==> config.mk <==
export PLATFORM = sky130hd
export DESIGN_NAME = hazard_ctrl
export DESIGN_NICKNAME = d
export VERILOG_FILES = /design/src/rtl/riscv_pkg.sv /design/src/rtl/hazard_decode.sv /design/src/rtl/hazard_ctrl.sv
export SDC_FILE = /design/constraint.sdc
export NUM_CORES = 1
export LEC_CHECK = 0
export CELL_PAD_IN_SITES_DETAIL_PLACEMENT = 1
export CELL_PAD_IN_SITES_GLOBAL_PLACEMENT = 2
export CORE_MARGIN = 1.5
export CORE_UTILIZATION = 32
export CTS_BUF_LIST = sky130_fd_sc_hd__clkbuf_4
export DETAILED_ROUTE_END_ITERATION = 12
export PLACE_DENSITY = 0.87
export SLEW_MARGIN = 20
export SYNTH_ARGS = -nofsm -noshare
export SYNTH_HDL_FRONTEND = slang
export SYNTH_HIERARCHICAL = 1
export SYNTH_SLANG_ARGS = --single-unit
==> constraint.sdc <==
create_clock -name clk_i -period 2.93 [get_ports clk_i]
set_clock_uncertainty 0.15 [all_clocks]
set_input_delay 0.293 -clock clk_i [delete_from_list [all_inputs] [get_ports clk_i]]
set_output_delay 0.293 -clock clk_i [all_outputs]
set_load 0.1 [all_outputs]
==> src/rtl/riscv_pkg.sv <==
// riscv_pkg: shared definitions for the RV32-subset pipeline control.
//   - Opcode constants for the recognised instruction classes.
//   - shadow_t: the per-stage fields the hazard unit tracks for EX and MEM.
//   - mem_state_e: data-memory wait FSM states.
//   - src_match(): true when a stage will write a nonzero register equal to r.
package riscv_pkg;

  localparam logic [6:0] OP_RTYPE = 7'b0110011;
  localparam logic [6:0] OP_ITYPE = 7'b0010011;
  localparam logic [6:0] OP_LW    = 7'b0000011;
  localparam logic [6:0] OP_SW    = 7'b0100011;
  localparam logic [6:0] OP_BEQ   = 7'b1100011;

  typedef struct packed {
    logic [4:0] rd;
    logic       regwrite;
    logic       memread;
    logic       memwrite;
  } shadow_t;

  typedef enum logic [1:0] {
    RUN  = 2'd0,
    WAIT = 2'd1,
    ERR  = 2'd2
  } mem_state_e;

  // x0 is hardwired to zero, so a write to it can never create a dependency.
  function automatic logic src_match(input shadow_t s, input logic [4:0] r);
    return s.regwrite && (s.rd != 5'd0) && (s.rd == r);
  endfunction

endpackage

==> src/rtl/hazard_decode.sv <==
// hazard_decode: combinational classification of the instruction in ID.
// Ports:
//   Op_i        in  7  opcode of the ID instruction
//   uses_rs1_o  out 1  instruction reads rs1
//   uses_rs2_o  out 1  instruction reads rs2
//   regwrite_o  out 1  instruction writes rd
//   memread_o   out 1  instruction is a load
//   memwrite_o  out 1  instruction is a store
//   is_beq_o    out 1  instruction is a branch
// Unrecognised opcodes decode to all zeros and behave as a no-op.
module hazard_decode
  import riscv_pkg::*;
(
  input  logic [6:0] Op_i,
  output logic       uses_rs1_o,
  output logic       uses_rs2_o,
  output logic       regwrite_o,
  output logic       memread_o,
  output logic       memwrite_o,
  output logic       is_beq_o
);

  logic is_r, is_i, is_lw, is_sw, is_beq;

  assign is_r   = (Op_i == OP_RTYPE);
  assign is_i   = (Op_i == OP_ITYPE);
  assign is_lw  = (Op_i == OP_LW);
  assign is_sw  = (Op_i == OP_SW);
  assign is_beq = (Op_i == OP_BEQ);

  assign uses_rs1_o = is_r | is_i | is_lw | is_sw | is_beq;
  assign uses_rs2_o = is_r | is_sw | is_beq;
  assign regwrite_o = is_r | is_i | is_lw;
  assign memread_o  = is_lw;
  assign memwrite_o = is_sw;
  assign is_beq_o   = is_beq;

endmodule

==> src/rtl/hazard_ctrl.sv <==
// hazard_ctrl: load-use / branch-operand stall control and data-memory
// wait/freeze for the 5-stage RV32-subset core. Sits beside ID.
// Ports:
//   clk_i          in  1   clock, rising edge
//   rst_i          in  1   synchronous active-high reset
//   Op_i           in  7   ID opcode
//   RS1addr_i      in  5   ID rs1
//   RS2addr_i      in  5   ID rs2
//   RDaddr_i       in  5   ID rd
//   BranchTaken_i  in  1   ID beq resolved taken
//   DMemReady_i    in  1   data memory completes the MEM access this cycle
//   NoOp_o         out 1   bubble into ID/EX
//   PCWrite_o      out 1   PC update enable
//   IFIDWrite_o    out 1   IF/ID write enable
//   Flush_o        out 1   clear IF/ID on taken branch
//   Freeze_o       out 1   hold every pipeline register
//   MemErr_o       out 1   sticky memory-timeout error
//   StallCnt_o     out 16  saturating stall/freeze cycle count
// Parameter MEM_TIMEOUT (1..65535): not-ready cycles tolerated before ERR.
module hazard_ctrl
  import riscv_pkg::*;
#(
  parameter int unsigned MEM_TIMEOUT = 16
) (
  input  logic        clk_i,
  input  logic        rst_i,
  input  logic [6:0]  Op_i,
  input  logic [4:0]  RS1addr_i,
  input  logic [4:0]  RS2addr_i,
  input  logic [4:0]  RDaddr_i,
  input  logic        BranchTaken_i,
  input  logic        DMemReady_i,
  output logic        NoOp_o,
  output logic        PCWrite_o,
  output logic        IFIDWrite_o,
  output logic        Flush_o,
  output logic        Freeze_o,
  output logic        MemErr_o,
  output logic [15:0] StallCnt_o
);

  localparam logic [15:0] TIMEOUT_CNT = 16'(MEM_TIMEOUT);

  logic uses_rs1, uses_rs2, regwrite, memread, memwrite, is_beq;

  hazard_decode u_decode (
    .Op_i       (Op_i),
    .uses_rs1_o (uses_rs1),
    .uses_rs2_o (uses_rs2),
    .regwrite_o (regwrite),
    .memread_o  (memread),
    .memwrite_o (memwrite),
    .is_beq_o   (is_beq)
  );

  shadow_t     ex_q, ex_d, mem_q, mem_d, id_entry;
  mem_state_e  state_q, state_d;
  logic [15:0] wait_cnt_q, wait_cnt_d;
  logic [15:0] stall_cnt_q, stall_cnt_d;

  logic ex_hit, mem_hit, load_use, branch_haz, mem_busy, freeze, stall;

  assign id_entry = '{rd: RDaddr_i, regwrite: regwrite, memread: memread, memwrite: memwrite};

  // A used source register matched by a producer in EX or MEM.
  assign ex_hit  = (uses_rs1 & src_match(ex_q,  RS1addr_i)) |
                   (uses_rs2 & src_match(ex_q,  RS2addr_i));
  assign mem_hit = (uses_rs1 & src_match(mem_q, RS1addr_i)) |
                   (uses_rs2 & src_match(mem_q, RS2addr_i));

  // beq resolves in ID, so it needs ALU results one stage earlier than EX
  // would, and load data a further stage on (hence the MEM check).
  assign load_use   = ex_q.memread & ex_hit;
  assign branch_haz = is_beq & (ex_hit | (mem_q.memread & mem_hit));

  // Ready in the same cycle as the access means the access completes: no freeze.
  assign mem_busy = (mem_q.memread | mem_q.memwrite) & ~DMemReady_i;
  assign freeze   = (state_q == ERR) | mem_busy;
  assign stall    = (load_use | branch_haz) & ~freeze;

  assign NoOp_o      = stall;
  assign PCWrite_o   = ~(stall | freeze);
  assign IFIDWrite_o = ~(stall | freeze);
  assign Flush_o     = is_beq & BranchTaken_i & ~stall & ~freeze;
  assign Freeze_o    = freeze;
  assign MemErr_o    = (state_q == ERR);
  assign StallCnt_o  = stall_cnt_q;

  // Shadow pipeline and stall counter next-state.
  always_comb begin
    // NOTE: every combinational output gets a default first so no path leaves it unassigned (no latch).
    ex_d        = ex_q;
    mem_d       = mem_q;
    stall_cnt_d = stall_cnt_q;
    if (!freeze) begin
      mem_d = ex_q;
      ex_d  = stall ? shadow_t'('0) : id_entry;
    end
    if ((stall | freeze) && (stall_cnt_q != 16'hFFFF)) begin
      stall_cnt_d = stall_cnt_q + 16'd1;
    end
  end

  // Data-memory wait FSM.
  always_comb begin
    state_d    = state_q;
    wait_cnt_d = wait_cnt_q;
    unique case (state_q)
      RUN: begin
        if (mem_busy) begin
          state_d    = WAIT;
          wait_cnt_d = 16'd1;
        end
      end
      WAIT: begin
        if (DMemReady_i) begin
          state_d    = RUN;
          wait_cnt_d = 16'd0;
        end else if (wait_cnt_q == TIMEOUT_CNT) begin
          state_d = ERR;
        end else begin
          wait_cnt_d = wait_cnt_q + 16'd1;
        end
      end
      ERR:     state_d = ERR;
      default: state_d = RUN;
    endcase
  end

  always_ff @(posedge clk_i) begin
    // NOTE: sequential state uses non-blocking assignments so every flop samples pre-edge values.
    if (rst_i) begin
      ex_q        <= '0;
      mem_q       <= '0;
      state_q     <= RUN;
      wait_cnt_q  <= '0;
      stall_cnt_q <= '0;
    end else begin
      ex_q        <= ex_d;
      mem_q       <= mem_d;
      state_q     <= state_d;
      wait_cnt_q  <= wait_cnt_d;
      stall_cnt_q <= stall_cnt_d;
    end
  end

endmodule

==> flow_summary_export.csv, run 1 <==
group,metric,value,unit
power,clock_power_share,0.279,
power,switching_share,0.2520,
route,vias,2502,
hold_path,min_path_type,"reg -> reg",
timing,setup_viol,0,
placed_design,hpwlAfterDp,5221,um
timing,drv_slew,0,
route,drt_iter0_markers,78,
synth,ys_seq_elements,50,
power,pwr-share-seq,0.625,
grt,grt_max_degree,44,
route,drt_pass1_iterations,4,
cells_and_area,diodes,0,
grt,antenna_found_initial,0,
synth,async_reset_ff_frac,0,
worst_setup_path,cp.required,2.49,ns
worst_setup_path,startpoint_type,"register",
route,remaining_drc_errors,0,
synth,syn_inst,315,
clocking,clk_pin_slew,0.14,ns
cells_and_area,final_util,0.4204,
cells_and_area,area_growth,28.37,%
clocking,clockRootBuffer,"clkbuf_4",
timing,finalSetupTns,0,ns
flow_run,maxCapViolations,0,
die,core_area,8134,um2
grt,grt_overflow,0,
timing,worstMarginPinSlew,0.5688,ns
worst_setup_path,crit_path_end,"Flush_o",
route,finalWirelength,7120,um
outcome,status,"complete, no violations",
power,power.leakage,1.259,nW
cells_and_area,drive_gt1_frac,0.1671,
die,fp.dieH,94.24,um
route,viasPerCell,5.256,
worst_setup_path,reg2reg_depth,8,
placed_design,dp_slack,-0.09105,ns
synth,ys_top_cells_by_area,"dfxtp_1 (38%), xor2_1 (6.6%), nor2_1 (5.2%), a21oi_1 (4.5%), nand2_1 (3.5%)",
die,num_rows,33,
clocking,cts_tree,"yes",
timing,min_period_over_period,0.9384,
power,p_comb_frac,0.096,
synth,synth_warnings,6,
placed_design,finalWeightedCongestion,0.7425,
power,peakVddDrop,0.1613,mV
clocking,cts_hold_buf,0,
synth,synth_flop_cell,"dfxtp_1",
power,power.internal,0.8360,mW
worst_setup_path,critPathMaxFanout,4,
cells_and_area,nets,400,
worst_setup_path,cp_data_arrival_time,2.31,ns
die,start_util,0.3275,
grt,grt_pass1_vias,2489,
synth,synth_top_area_cell,"dfxtp_1",
cells_and_area,final_area,3420,um2
route,avgRoutedWirePerCell,14.96,um
placed_design,dp_cells,466,
timing,relSlewSlack,0.6204,
synth,synth-edff-count,0,
synth,seq_area_frac_synth,0.3758,
synth,synth_area_per_cell,8.457,um2
grt,grt_pass1_wl,11790,um
worst_setup_path,timing_worst_setup_path_type,"reg -> out",
timing,setup_ws,0.1804,ns
timing,period_minus_slack,2.750,ns
power,p_switching,0.2817,mW
power,finalPower,1.118,mW
clocking,htree_levels,2,
timing,hold_viol,0,
placed_design,port_buffers,47,
synth,ys_types,51,
worst_setup_path,critPathLaunch,"mem_q[4]$_SDFFE_PP0N_",
die,dieArea,8881,um2
worst_setup_path,regToRegSetupSlack,0.31,ns
power,power.density,326.8,nW/um2
timing,rsz0062_at_grt,"no",
clocking,cts_buffers,5,
synth,synth.cell_area,2664,um2
worst_setup_path,r2r_start,"ex_q[4]$_SDFFE_PP0N_",
synth,netlist.area_leader.share,0.3758,
cells_and_area,layout.cells.non_filler,476,
die,die_w,94.24,um
clocking,insertion_delay,0.37,ns
placed_design,placed_area,3336,um2
route,ant_nets,0,
worst_setup_path,end_kind,"output port",
hold_path,min_path_cells,2,
clocking,ctsLongestPathBuffers,2,
timing,whs,0.3271,ns
clocking,cts_sinks,50,
timing,fmax,0.3637,GHz
grt,grt_use_total,0.1650,
die,io_pins,48,
synth,syn_nets,344,
worst_setup_path,timing.rr.end,"StallCnt_o[9]$_SDFFE_PP0P_",
flip-flops by register name (all words and copies together), names as in the netlist:
register / cells
StallCnt_o: 16
mem_q: 8
ex_q: 8
state_q: 2
wait_cnt_q: 16
area by class of cell:
| type | count | area, um2 |
|---|---|---|
| fillers | 965 | 4715 |
| clock inverters | 2 | 15.01 |
| well taps | 105 | 131.4 |
| clock buffers | 5 | 37.54 |
| flip-flops and latches | 50 | 1003 |
| multi-input cells | 243 | 1588 |
| inverters | 8 | 30.03 |
| repair buffers | 63 | 614.3 |
worst max-delay path: stages (launching register included):
cell	delay, ns
dfxtp_1	0.39
or4_1	0.55
o2111ai_1	0.23
o22a_1	0.23
and2_4	0.17
and3_4	0.20
buf_12	0.17
Yosys cell counts, types with 7 or more instances:
library cell and number:
dfxtp_1 50, nor2_1 37, nand2_1 25, a21oi_1 24, xor2_1 20, nor4_1 11, nand4_1 10, clkbuf_1 9
a22oi_1 8, nand3_1 8, o21ai_0 8, xnor2_1 8, inv_1 7, nor2b_1 7, nor3_1 7, or3_1 7
cell families after synthesis:
kind of cell / share of synthesized area
AOI/OAI and AO/OA: 0.1616
xor gates and xnor gates: 0.09206
adders and majority gates: 0.01409
buffers and inverters: 0.04039
DFF: 0.3758
muxes: 0.02677
and+or+nand+nor: 0.2893
timing repair:
item,4_1_cts,5_1_grt
gates resized for setup,0,2
buffers inserted,0,2
setup endpoints to repair,0,3
layout by cell type, fill, tap and decap left out, types with 2 or more instances in the layout:
master           count
buf_12               6
nor4b_1              4
o31ai_1              4
clkbuf_4             5
inv_1                7
o21ai_0              8
buf_4               31
o21ba_2              2
clkinvlp_4           2
nor4_1              11
o31a_1               4
dfxtp_1             48
mux2_1               4
ha_1                 3
nor3_1               6
clkdlybuf4s50_1     25
o2111ai_1            2
and4_1               2
a22oi_1              8
nand2b_1             2
or4_1                6
and3_1               2
nor2b_1              6
nand2_1             25
o21ba_1              4
or3_1                7
a21oi_1             24
xnor2_1              8
dfxtp_2              2
xor2_1              20
and2_1               4
a32oi_1              2
nand4_1             10
nor2_1              36
nand3_1              8
power groups by stage:
stage | Clock (mW) | Combinational (mW) | Sequential, mW
2_1_floorplan | 0 | 0.0474 | 0.710
3_3_place_gp | 0 | 0.104 | 0.713
3_5_place_dp | 0 | 0.107 | 0.713
4_1_cts | 0.330 | 0.108 | 0.699
5_1_grt | 0.355 | 0.117 | 0.700
6_report | 0.312 | 0.107 | 0.699
metal layers:
| metal | share of wire | vias to the layer above | global-route usage |
|---|---|---|---|
| met3 | 0.030 | 5 | 0.02265 |
| li1 | - | 1253 | - |
| met1 | 0.46 | 1209 | 0.2028 |
| met5 | 0 | - | 0 |
| met4 | 0.0087 | 0 | 0.04104 |
| met2 | 0.50 | 35 | 0.2998 |
worst min-delay path by stage:
stage                     slack [ns]                 endpoint             startpoint
after floorplan                 0.22  state_q[0]$_SDFFE_PP0P_            DMemReady_i
after global placement          0.29    mem_q[0]$_SDFFE_PP0N_   ex_q[0]$_SDFFE_PP0N_
after detailed placement        0.31    mem_q[2]$_SDFFE_PP0N_  mem_q[2]$_SDFFE_PP0N_
after CTS                       0.33    mem_q[2]$_SDFFE_PP0N_  mem_q[2]$_SDFFE_PP0N_
after global routing            0.36    mem_q[2]$_SDFFE_PP0N_  mem_q[2]$_SDFFE_PP0N_
final                           0.33    mem_q[2]$_SDFFE_PP0N_  mem_q[2]$_SDFFE_PP0N_
No activity file was read; power rests on OpenSTA's default activity.
==> run 2, diff against run 1 <==
--- a/config.mk
+++ b/config.mk
@@ -5,13 +5,14 @@
 export SDC_FILE = /design/constraint.sdc
 export NUM_CORES = 1
 export LEC_CHECK = 0
+export ABC_AREA = 0
 export CELL_PAD_IN_SITES_DETAIL_PLACEMENT = 1
 export CELL_PAD_IN_SITES_GLOBAL_PLACEMENT = 2
 export CORE_MARGIN = 1.5
 export CORE_UTILIZATION = 32
 export CTS_BUF_LIST = sky130_fd_sc_hd__clkbuf_4
 export DETAILED_ROUTE_END_ITERATION = 12
-export PLACE_DENSITY = 0.87
+export PLACE_DENSITY = 0.83
 export SLEW_MARGIN = 20
 export SYNTH_ARGS = -nofsm -noshare
 export SYNTH_HDL_FRONTEND = slang
==> run 2 against run 1 <==
  * Register-to-register slack worse by 0.04 ns
  * Clock-buffer cell count did not move
  * Global-route usage is 0.13 points higher
  * Hold slack better by 0.0022 ns
  * Setup slack worse by 0.0056 ns
  * Clock power up 2%
  * Sequential share of layout area is 0.17 points higher
  * Maximum frequency is 0.20% lower
  * Via count is 1.3% lower
  * Final area decreased by 0.59%
  * Sequential power about the same
  * Routed wire length down 0.70%
  * Critical endpoint is now IFIDWrite_o
  * Largest power group unchanged
==> flow_summary_export.csv, run 2 (synthesis gave the netlist of run 1 again) <==
group,metric,value,unit
worst_setup_path,reg2reg_depth,8,
worst_setup_path,cp_data_arrival_time,2.31,ns
timing,drv_slew,0,
hold_path,min_to,"mem_q[2]$_SDFFE_PP0N_",
worst_setup_path,cp_top_family,"simple AND/OR/NAND/NOR gates",
die,io_pins,48,
cells_and_area,final_util,0.4179,
power,p_switching,0.2866,mW
hold_path,min_path_cells,2,
worst_setup_path,critPathSlowestCell,"or4_1",
worst_setup_path,end_kind,"output port",
worst_setup_path,cp.depth,6,
clocking,clockRootBuffer,"clkbuf_4",
grt,grt_pass1_vias,2406,
worst_setup_path,cp.required,2.49,ns
power,power.internal,0.8369,mW
timing,period_minus_slack,2.755,ns
grt,grt_use_total,0.1663,
cells_and_area,layout_common_cells,"dfxtp_1 (48), nor2_1 (36), buf_4 (33), nand2_1 (25), clkdlybuf4s50_1 (25)",
clocking,post_cts_resized,0,
route,avgRoutedWirePerCell,14.82,um
route,remaining_drc_errors,0,
cells_and_area,final_common_cell,"dfxtp_1",
worst_setup_path,timing_worst_setup_path_type,"reg -> out",
clocking,cts_buffers,5,
clocking,clk_pin_slew,0.15,ns
flow_run,maxCapViolations,0,
route,ant_nets,0,
worst_setup_path,r2r_start,"mem_q[6]$_SDFFE_PP0N_",
hold_path,hold_start,"mem_q[2]$_SDFFE_PP0N_",
placed_design,port_buffers,47,
cells_and_area,layout.cells.non_filler,477,
power,pwr-share-seq,0.622,
timing,hold_viol,0,
timing,fmax,0.3630,GHz
route,finalWirelength,7070,um
die,core_area,8134,um2
route,viasPerCell,5.178,
worst_setup_path,startpoint_type,"register",
timing,relSlewSlack,0.6372,
worst_setup_path,timing.rr.end,"StallCnt_o[9]$_SDFFE_PP0P_",
die,fp.dieH,94.24,um
cells_and_area,area_growth,27.62,%
timing,worstMarginPinSlew,0.5437,ns
worst_setup_path,path_buf_inv,2,
die,num_rows,33,
placed_design,dp_cells,467,
grt,grt_pass1_wl,11640,um
power,clock_power_share,0.283,
power,power.leakage,1.260,nW
worst_setup_path,critPathMaxFanout,10,
placed_design,dp_slack,-0.09326,ns
timing,setup_ws,0.1748,ns
timing,whs,0.3292,ns
die,die_w,94.24,um
timing,setup_viol,0,
timing,rsz0062_at_grt,"no",
cells_and_area,diodes,0,
worst_setup_path,cpPeakStageDelay,0.52,ns
clocking,cts_tree,"yes",
power,p_comb_frac,0.095,
route,drt_pass1_iterations,4,
route,vias,2470,
timing,finalSetupTns,0,ns
grt,antenna_found_initial,0,
worst_setup_path,critPathLaunch,"ex_q[3]$_SDFFE_PP0N_",
placed_design,finalWeightedCongestion,0.7556,
cells_and_area,nets,400,
cells_and_area,drive_gt1_frac,0.1613,
clocking,cts_sinks,50,
timing,min_period_over_period,0.9403,
clocking,htree_levels,2,
clocking,insertion_delay,0.37,ns
clocking,cts_hold_buf,0,
grt,grt_overflow,0,
worst_setup_path,path_cells,"or4_1 -> o221ai_1 -> o22a_1 -> and2_4 -> buf_4 -> buf_12",
power,finalPower,1.123,mW
power,switching_share,0.2551,
power,peakVddDrop,0.1207,mV
grt,grt_max_degree,22,
die,start_util,0.3275,
clocking,ctsLongestPathBuffers,2,
worst_setup_path,regToRegSetupSlack,0.27,ns
outcome,status,"complete, no violations",
cells_and_area,final_area,3400,um2
placed_design,hpwlAfterDp,5233,um
route,drt_iter0_markers,73,
placed_design,placed_area,3331,um2
hold_path,min_path_type,"reg -> reg",
power,power.density,330.5,nW/um2
die,dieArea,8881,um2
## run 2: tightest hold or removal path: stages (launching register included)
cell,delay (ns)
dfxtp_1,0.35
nand2_1,0.05
a21oi_1,0.05
## run 2: timing repair
action / 4_1_cts / 5_1_grt
buffers inserted: 0 / 1
endpoints found under the setup margin: 3 / 3
pin swaps: 0 / 0
cloned: 1 / 0
## run 2: area by class of cell
| class | instances | area (um2) |
|---|---|---|
| Sequential cell | 50 | 1003 |
| Timing Repair Buffer | 63 | 598.1 |
| Clock buffer | 5 | 37.54 |
| Inverter | 8 | 30.03 |
| Clock inverter | 3 | 16.27 |
| Multi-Input combinational cell | 243 | 1583 |
| Tap cell | 105 | 131.4 |
| Fill cell | 961 | 4735 |
## run 2: power groups by stage
stage                     sequential (mW)  clock (mW)  combinational, mW
after floorplan                     0.710           0             0.0474
after global placement              0.714           0              0.105
after detailed placement            0.714           0              0.107
after CTS                           0.699       0.330              0.108
after global routing                0.700       0.362              0.118
final                               0.699       0.318              0.107
## run 2: layer usage
metal  wire [um]  up-vias  track usage
met5           0        -            0
met4          69        0      0.03731
met3         212        6      0.03155
met2        3552       31       0.2974
met1        3236     1180       0.2045
li1            -     1253            -
## run 2: worst max-delay path by stage
stage                                             end
after CTS                                 IFIDWrite_o
after global placement     StallCnt_o[2]$_SDFFE_PP0P_
after global routing                      IFIDWrite_o
final                                     IFIDWrite_o
after floorplan           StallCnt_o[10]$_SDFFE_PP0P_
after detailed placement   StallCnt_o[9]$_SDFFE_PP0P_
